===== config.mk =====
export PLATFORM = sky130hd
export DESIGN_NAME = seg7_scan_flat
export DESIGN_NICKNAME = d
export VERILOG_FILES = /design/src/rtl/seg7_pkg.sv /design/src/rtl/seg7_if.sv /design/src/rtl/seg7_hexdec.sv /design/src/rtl/seg7_scan.sv /design/src/flat_wrapper.sv
export SDC_FILE = /design/constraint.sdc
export NUM_CORES = 1
export LEC_CHECK = 0
export ABC_AREA = 1
export BUFFER_PORTS_ARGS = -buffer_cell sky130_fd_sc_hd__buf_2
export CAP_MARGIN = 0
export CORE_MARGIN = 10
export CORE_UTILIZATION = 53
export CTS_CLUSTER_DIAMETER = 200
export DETAILED_ROUTE_END_ITERATION = 6
export HOLD_SLACK_MARGIN = 0.06
export PLACE_DENSITY = 0.75
export SLEW_MARGIN = 40
export SYNTH_ARGS = -nofsm -noshare
export SYNTH_HDL_FRONTEND = slang
export SYNTH_SLANG_ARGS = --single-unit

===== constraint.sdc =====
create_clock -name iClk -period 2.25 [get_ports iClk]
set_input_delay 0.45 -clock iClk [delete_from_list [all_inputs] [get_ports iClk]]
set_output_delay 0.45 -clock iClk [all_outputs]
set_load 0.005 [all_outputs]

===== src/rtl/seg7_pkg.sv =====
// Shared constants for the 4-digit multiplexed seven-segment scanner.
// Latency: n/a (constants only).
// Backpressure: n/a.
package seg7_pkg;

    localparam int DIGITS = 4;
    localparam int SEG_W  = 8;
    localparam int DIGI_W = DIGITS + SEG_W;

    typedef logic [DIGI_W-1:0] digi_t;
    typedef logic [SEG_W-1:0]  seg_t;

    // Whole display dark: every select and every segment high (active-low).
    localparam digi_t ALL_OFF = 12'hFFF;

    // Segments a..g all off, used for leading-zero blanking.
    localparam logic [6:0] SEG_DARK = 7'h7F;

    // Active-low a..g patterns for hex glyphs, element n is the glyph of nibble n.
    localparam logic [15:0][6:0] GLYPH_TBL = {
        7'h0E, 7'h06, 7'h21, 7'h46,   // F E d C
        7'h03, 7'h08, 7'h10, 7'h00,   // b A 9 8
        7'h78, 7'h02, 7'h12, 7'h19,   // 7 6 5 4
        7'h30, 7'h24, 7'h79, 7'h40    // 3 2 1 0
    };

endpackage


===== src/rtl/seg7_if.sv =====
// Host-side bus of the display scanner: value/mask load, controls and drive outputs.
// Latency: n/a (wiring only).
// Backpressure: none; loads are always accepted.
interface seg7_if;
    import seg7_pkg::*;

    logic [15:0] iValue;
    logic [3:0]  iDpMask;
    logic        iLoad;
    logic        iBlankLZ;
    logic        iEnable;
    digi_t       oDigi;
    logic        oFrame;

    // Host side drives value and controls, observes the display drive.
    modport master (
        output iValue, iDpMask, iLoad, iBlankLZ, iEnable,
        input  oDigi, oFrame
    );

    // Scanner side.
    modport slave (
        input  iValue, iDpMask, iLoad, iBlankLZ, iEnable,
        output oDigi, oFrame
    );

endinterface


===== src/rtl/seg7_hexdec.sv =====
// Hex nibble to active-low seven-segment glyph, with decimal point on bit 7.
// Latency: purely combinational.
// Backpressure: none.
module seg7_hexdec
    import seg7_pkg::*;
(
    input  logic [3:0] iNibble,
    input  logic       iDp,
    output seg_t       oSeg
);

    // Table lookup; dp is active-low like the segments.
    always_comb begin
        oSeg = {~iDp, GLYPH_TBL[iNibble]};
    end

endmodule


===== src/rtl/seg7_scan.sv =====
// Time-multiplexed 4-digit hex display driver with double-buffered value and frame commit.
// Latency: oDigi/oFrame registered, one cycle after the slot counter/digit index.
// Backpressure: none; iLoad is always accepted, the last load before a frame boundary wins.
module seg7_scan
    import seg7_pkg::*;
#(
    parameter int SCAN_DIV  = 50000,
    parameter int BLANK_CYC = 500
)(
    input  logic  iClk,
    input  logic  iRst,
    seg7_if.slave bus
);

    localparam int CNT_W = (SCAN_DIV > 1) ? $clog2(SCAN_DIV) : 1;
    localparam logic [CNT_W-1:0] CNT_LAST = CNT_W'(SCAN_DIV - 1);
    localparam logic [CNT_W-1:0] GAP_END  = CNT_W'(BLANK_CYC);

    logic [CNT_W-1:0] cnt;
    logic [1:0]       idx;

    // Displayed value only changes at frame boundaries; pending holds the next one.
    logic [15:0] actVal;
    logic [3:0]  actMask;
    logic [15:0] pendVal;
    logic [3:0]  pendMask;
    logic        pendFlag;

    logic        slotEnd;
    logic        frameWrap;
    logic        commit;
    logic [3:0]  upperZero;
    logic        lzBlank;
    logic [3:0]  curNibble;
    logic        curDp;
    seg_t        glyphSeg;
    seg_t        segNext;
    logic [3:0]  selNext;
    digi_t       digiNext;

    // Slot end, frame wrap and commit qualifiers; everything is frozen while disabled.
    always_comb begin
        slotEnd   = bus.iEnable && (cnt == CNT_LAST);
        frameWrap = slotEnd && (idx == 2'd3);
        commit    = frameWrap && (pendFlag || bus.iLoad);
    end

    // Slot counter and digit index.
    always_ff @(posedge iClk) begin
        if (iRst) begin
            cnt <= '0;
            idx <= 2'd0;
        end else if (bus.iEnable) begin
            if (slotEnd) begin
                cnt <= '0;
                idx <= idx + 2'd1;
            end else begin
                cnt <= cnt + 1'b1;
            end
        end
    end

    // Pending capture and frame commit; a load in the commit cycle bypasses straight to active.
    always_ff @(posedge iClk) begin
        if (iRst) begin
            pendVal  <= 16'h0000;
            pendMask <= 4'h0;
            pendFlag <= 1'b0;
            actVal   <= 16'h0000;
            actMask  <= 4'h0;
        end else begin
            if (bus.iLoad) begin
                pendVal  <= bus.iValue;
                pendMask <= bus.iDpMask;
            end
            if (commit) begin
                actVal   <= bus.iLoad ? bus.iValue  : pendVal;
                actMask  <= bus.iLoad ? bus.iDpMask : pendMask;
                pendFlag <= 1'b0;
            end else if (bus.iLoad) begin
                pendFlag <= 1'b1;
            end
        end
    end

    // Leading-zero detection: upperZero[k] means active nibbles k..3 are all zero.
    always_comb begin
        upperZero[3] = (actVal[15:12] == 4'h0);
        upperZero[2] = upperZero[3] && (actVal[11:8] == 4'h0);
        upperZero[1] = upperZero[2] && (actVal[7:4] == 4'h0);
        upperZero[0] = 1'b0;
        lzBlank      = bus.iBlankLZ && upperZero[idx];
        curNibble    = actVal[{idx, 2'b00} +: 4];
        curDp        = actMask[idx];
    end

    seg7_hexdec u_hexdec (
        .iNibble (curNibble),
        .iDp     (curDp),
        .oSeg    (glyphSeg)
    );

    // Next display word: dark while disabled or in the anti-ghost gap, else one digit selected.
    always_comb begin
        selNext = ~(4'b0001 << idx);
        segNext = glyphSeg;
        if (lzBlank) begin
            segNext[6:0] = SEG_DARK;
        end
        if (!bus.iEnable || (cnt < GAP_END)) begin
            digiNext = ALL_OFF;
        end else begin
            digiNext = {selNext, segNext};
        end
    end

    // Output registers; oFrame marks the first cycle of each new frame.
    always_ff @(posedge iClk) begin
        if (iRst) begin
            bus.oDigi  <= ALL_OFF;
            bus.oFrame <= 1'b0;
        end else begin
            bus.oDigi  <= digiNext;
            bus.oFrame <= frameWrap;
        end
    end

endmodule


===== src/flat_wrapper.sv =====
// flat-port wrapper written by rule: the top's interface ports become plain ports
module seg7_scan_flat import seg7_pkg::*;
#(
    parameter int SCAN_DIV  = 50000,
    parameter int BLANK_CYC = 500
)
  (iClk, iRst, bus_iValue, bus_iDpMask, bus_iLoad, bus_iBlankLZ, bus_iEnable, bus_oDigi, bus_oFrame);
  seg7_if bus_i ();
  input  logic iClk;
  input  logic iRst;
  input wire logic [$bits(bus_i.iValue)-1:0] bus_iValue;
  input wire logic [$bits(bus_i.iDpMask)-1:0] bus_iDpMask;
  input wire logic [$bits(bus_i.iLoad)-1:0] bus_iLoad;
  input wire logic [$bits(bus_i.iBlankLZ)-1:0] bus_iBlankLZ;
  input wire logic [$bits(bus_i.iEnable)-1:0] bus_iEnable;
  output wire logic [$bits(bus_i.oDigi)-1:0] bus_oDigi;
  output wire logic [$bits(bus_i.oFrame)-1:0] bus_oFrame;
  assign bus_i.iValue = bus_iValue;
  assign bus_i.iDpMask = bus_iDpMask;
  assign bus_i.iLoad = bus_iLoad;
  assign bus_i.iBlankLZ = bus_iBlankLZ;
  assign bus_i.iEnable = bus_iEnable;
  assign bus_oDigi = bus_i.oDigi;
  assign bus_oFrame = bus_i.oFrame;
  seg7_scan #(.SCAN_DIV(SCAN_DIV), .BLANK_CYC(BLANK_CYC)) u_core (.iClk(iClk), .iRst(iRst), .bus(bus_i));
endmodule

==> results.json <==
{
  "status": "complete, no violations",
  "hold_viol_final": 0,
  "worst_setup_path_start_kind": "register",
  "clkSinkCount": 72,
  "dp_hpwl_um": 5414,
  "drv_slew": 0,
  "drc_errors": 0,
  "hold_class": "primary input to register",
  "r2r_start": "u_core.cnt[0]$_SDFFE_PP0P_",
  "post-route-min-period_ps": 1855,
  "post_cts_buffers": 0,
  "design.core.area_um2": 6386,
  "min_from": "bus_iValue[12]",
  "layout-drive-gt1-share_pct": 15.13,
  "n_antenna_cell": 0,
  "portBuffers": 37,
  "p_leak_nw": 1.799,
  "rsz0062_at_grt": "no",
  "placedCellCount": 584,
  "grtUsageTotal_pct": 14.81,
  "cts.path.max_buffers": 2,
  "dr.pass1.iters": 4,
  "vias": 3025,
  "critPathMaxFanout": 20,
  "crit_required_ps": 2530,
  "cap_violations": 0,
  "die_width_um": 101.2,
  "cp-startpoint": "u_core.cnt[0]$_SDFFE_PP0P_",
  "finClkSkew_ps": 6.365,
  "synth_nets": 517,
  "ant_nets": 0,
  "tightest_slew_ps": 520.7,
  "gp_congestion": 0.9157,
  "max_slew_margin_pct": 65.21,
  "ys_types": 31,
  "fp-row-count": 29,
  "ys_seq_elements": 72,
  "dr.first_iter.drc_count": 105,
  "ys_seq_area_share_pct": 41.20,
  "final_cells": 599,
  "die_y_um": 101.2,
  "cts_tree": "yes",
  "final_area_um2": 3918,
  "whs_path_depth": 3,
  "path_cells": "ha_1, nand3_1, nor3_2, nand4_2, nand2_1, inv_1, nor2_1",
  "htreeDepth": 3,
  "critPathCaptureType": "register",
  "setup_tns_ps": 0,
  "fmax_ghz": 0.5390,
  "avgViaCountPerCell": 5.050,
  "ir_drop_mv": 0.4442,
  "numCtsBuffers": 9,
  "crit_path_max_incr_delay_ps": 440,
  "setup_viol": 0,
  "fin_nets": 554,
  "worst_slack_ps": 394.9,
  "syn_inst": 481,
  "power_density_nw_per_um2": 617.5,
  "antenna_found_initial": 0,
  "io_pins": 38,
  "clk_latency_ps": 340,
  "place_area_um2": 3731,
  "wl_per_cell_um": 12.25,
  "avgSynthCellArea_um2": 7.273,
  "cts_hold_buf": 0,
  "ys_warn_count": 0,
  "dpl_worst_slack_ps": 338.2,
  "syn_to_final_growth_pct": 11.98,
  "netlist_area_um2": 3498,
  "initial_core_util_pct": 54.78,
  "grt_overflow": 0,
  "grt_max_degree": 25,
  "cts_resized": 0,
  "crit_type": "register to register",
  "wirelength_um": 7338,
  "root_buffer": "clkbuf_8",
  "grt_pass1_vias": 2891,
  "grt_pass1_wl_um": 12680,
  "period_share_pct": 82.45,
  "crit_arrival_ps": 2130,
  "clkTransAtPathRegs_ps": 80,
  "die_area_um2": 10250,
  "crit_slowest_cell": "nand4_2",
  "reg2reg_depth": 7
}
-- cell usage after synthesis --
| master | number | area, um^2 |
|---|---|---|
| o211ai_1 | 1 | 7.510 |
| inv_2 | 3 | 11.26 |
| nor2_1 | 71 | 266.5 |
| nand3_2 | 2 | 20.02 |
| nand3b_1 | 2 | 15.01 |
| nand2_1 | 101 | 379.1 |
| clkbuf_1 | 9 | 33.78 |
| mux2i_1 | 20 | 200.2 |
| nand3_1 | 32 | 160.2 |
| inv_1 | 64 | 240.2 |
| o21ai_2 | 1 | 8.760 |
| o21ba_2 | 1 | 10.01 |
| nor2_2 | 3 | 18.77 |
| o21ai_1 | 5 | 25.02 |
| nand4_2 | 1 | 12.51 |
| o21ai_0 | 14 | 70.07 |
| ha_1 | 11 | 137.6 |
| nand2_2 | 6 | 37.54 |
| buf_2 | 3 | 15.01 |
| nand4_1 | 24 | 150.1 |
| nor3_2 | 1 | 10.01 |
| xor2_1 | 4 | 35.03 |
| buf_6 | 2 | 22.52 |
| a21oi_1 | 10 | 50.05 |
| or2_0 | 1 | 6.260 |
| dfxtp_1 | 72 | 1441 |
| clkinv_1 | 1 | 3.750 |
| nor2_4 | 2 | 22.52 |
| nor3b_1 | 2 | 15.01 |
| buf_4 | 5 | 37.54 |
| nor3_1 | 7 | 35.03 |
-- worst max-delay path: cells and delay by family (launching register included) --
family                   cells  cell delay, ps
adder cells (fa/ha/maj)      1             210
buffers and inverters        1              50
flip-flops                   1             390
AND/OR/NAND/NOR              5            1130
-- cell usage in the layout (no fill, tap or decap) --
master	synthesis	layout
o21ba_2	1	1
clkinv_4	0	1
inv_2	3	3
clkbuf_8	0	9
mux2i_1	20	20
nor3_2	1	1
nand3_1	32	32
nand3b_1	2	2
buf_2	3	37
nor3_1	7	7
bufinv_16	0	1
o211ai_1	1	1
o21ai_1	5	5
or2_0	1	1
inv_1	64	64
nand4_1	24	24
o21ai_0	14	14
nor2_1	71	71
clkbuf_1	9	1
o21ai_2	1	1
clkinv_1	1	1
buf_4	5	8
dfxtp_1	72	72
nand2_1	101	101
ha_1	11	11
nand3_2	2	2
nor2_2	3	3
nor2_4	2	2
nand4_2	1	1
xor2_1	4	4
clkinvlp_4	0	2
nor3b_1	2	2
nand2_2	6	6
a21oi_1	10	10
clkinv_2	0	1
-- path summary, 6_finish.rpt --
| path | to | slack, ps |
|---|---|---|
| max | u_core.actVal[4]$_SDFFE_PP0P_ | 390 |
| min reg2reg | u_core.cnt[8]$_SDFFE_PP0P_ | 490 |
| max reg2reg | u_core.actVal[4]$_SDFFE_PP0P_ | 390 |
| min | u_core.pendVal[12]$_SDFF_PP0_ | 370 |
-- per-stage QoR --
step	utilization (%)	total power, mW	hold WS (ps)
after floorplan	-	1.421	455.5
after global placement	58.42	1.462	471.2
after detailed placement	58.42	1.466	478.8
after CTS	61.34	2.440	359.9
after global routing	61.34	2.502	368.9
final	61.34	2.419	367.0
-- power breakdown --
group / leakage (nW) / switching, mW / internal (mW)
registers: 0.585 / 0.00897 / 1.30
clock network: 0.0883 / 0.476 / 0.506
logic: 1.13 / 0.0759 / 0.0530
-- logic make-up after synthesis --
family | count (synthesis) | share of synthesized area, %
AO/OA/AOI/OAI | 32 | 4.900
XOR/XNOR | 4 | 1.001
adder cells (fa/ha/maj) | 11 | 3.934
buffers and inverters | 87 | 10.41
flip-flops | 72 | 41.20
multiplexers | 20 | 5.722
AND/OR/NAND/NOR | 255 | 32.83
-- routing by layer --
metal  global-route usage [%]  vias to the layer above  wire [um]
li1                         -                     1596          -
met1                    18.52                     1345       3609
met2                    23.39                       72       3244
met3                    3.744                       12        362
met4                    6.860                        0        122
met5                        0                        -          0
-- registers in the layout, summed over array words and instances (netlist names) --
signal	count
u_core.bus.oDigi	12
u_core.bus.oFrame	1
u_core.actVal	16
u_core.cnt	16
u_core.pendVal	16
u_core.pendMask	4
u_core.pendFlag	1
u_core.idx	2
u_core.actMask	4
-- final cells by class --
cell class | count | area [um^2]
fill | 583 | 2469
clock buffer | 10 | 127.6
multi-input combinational | 322 | 1693
inverter | 68 | 255.2
clock inverter | 5 | 58.81
tap | 77 | 96.34
sequential | 72 | 1441
timing repair buffer | 45 | 245.2
Note: power is estimated with default switching activity, not from simulation.
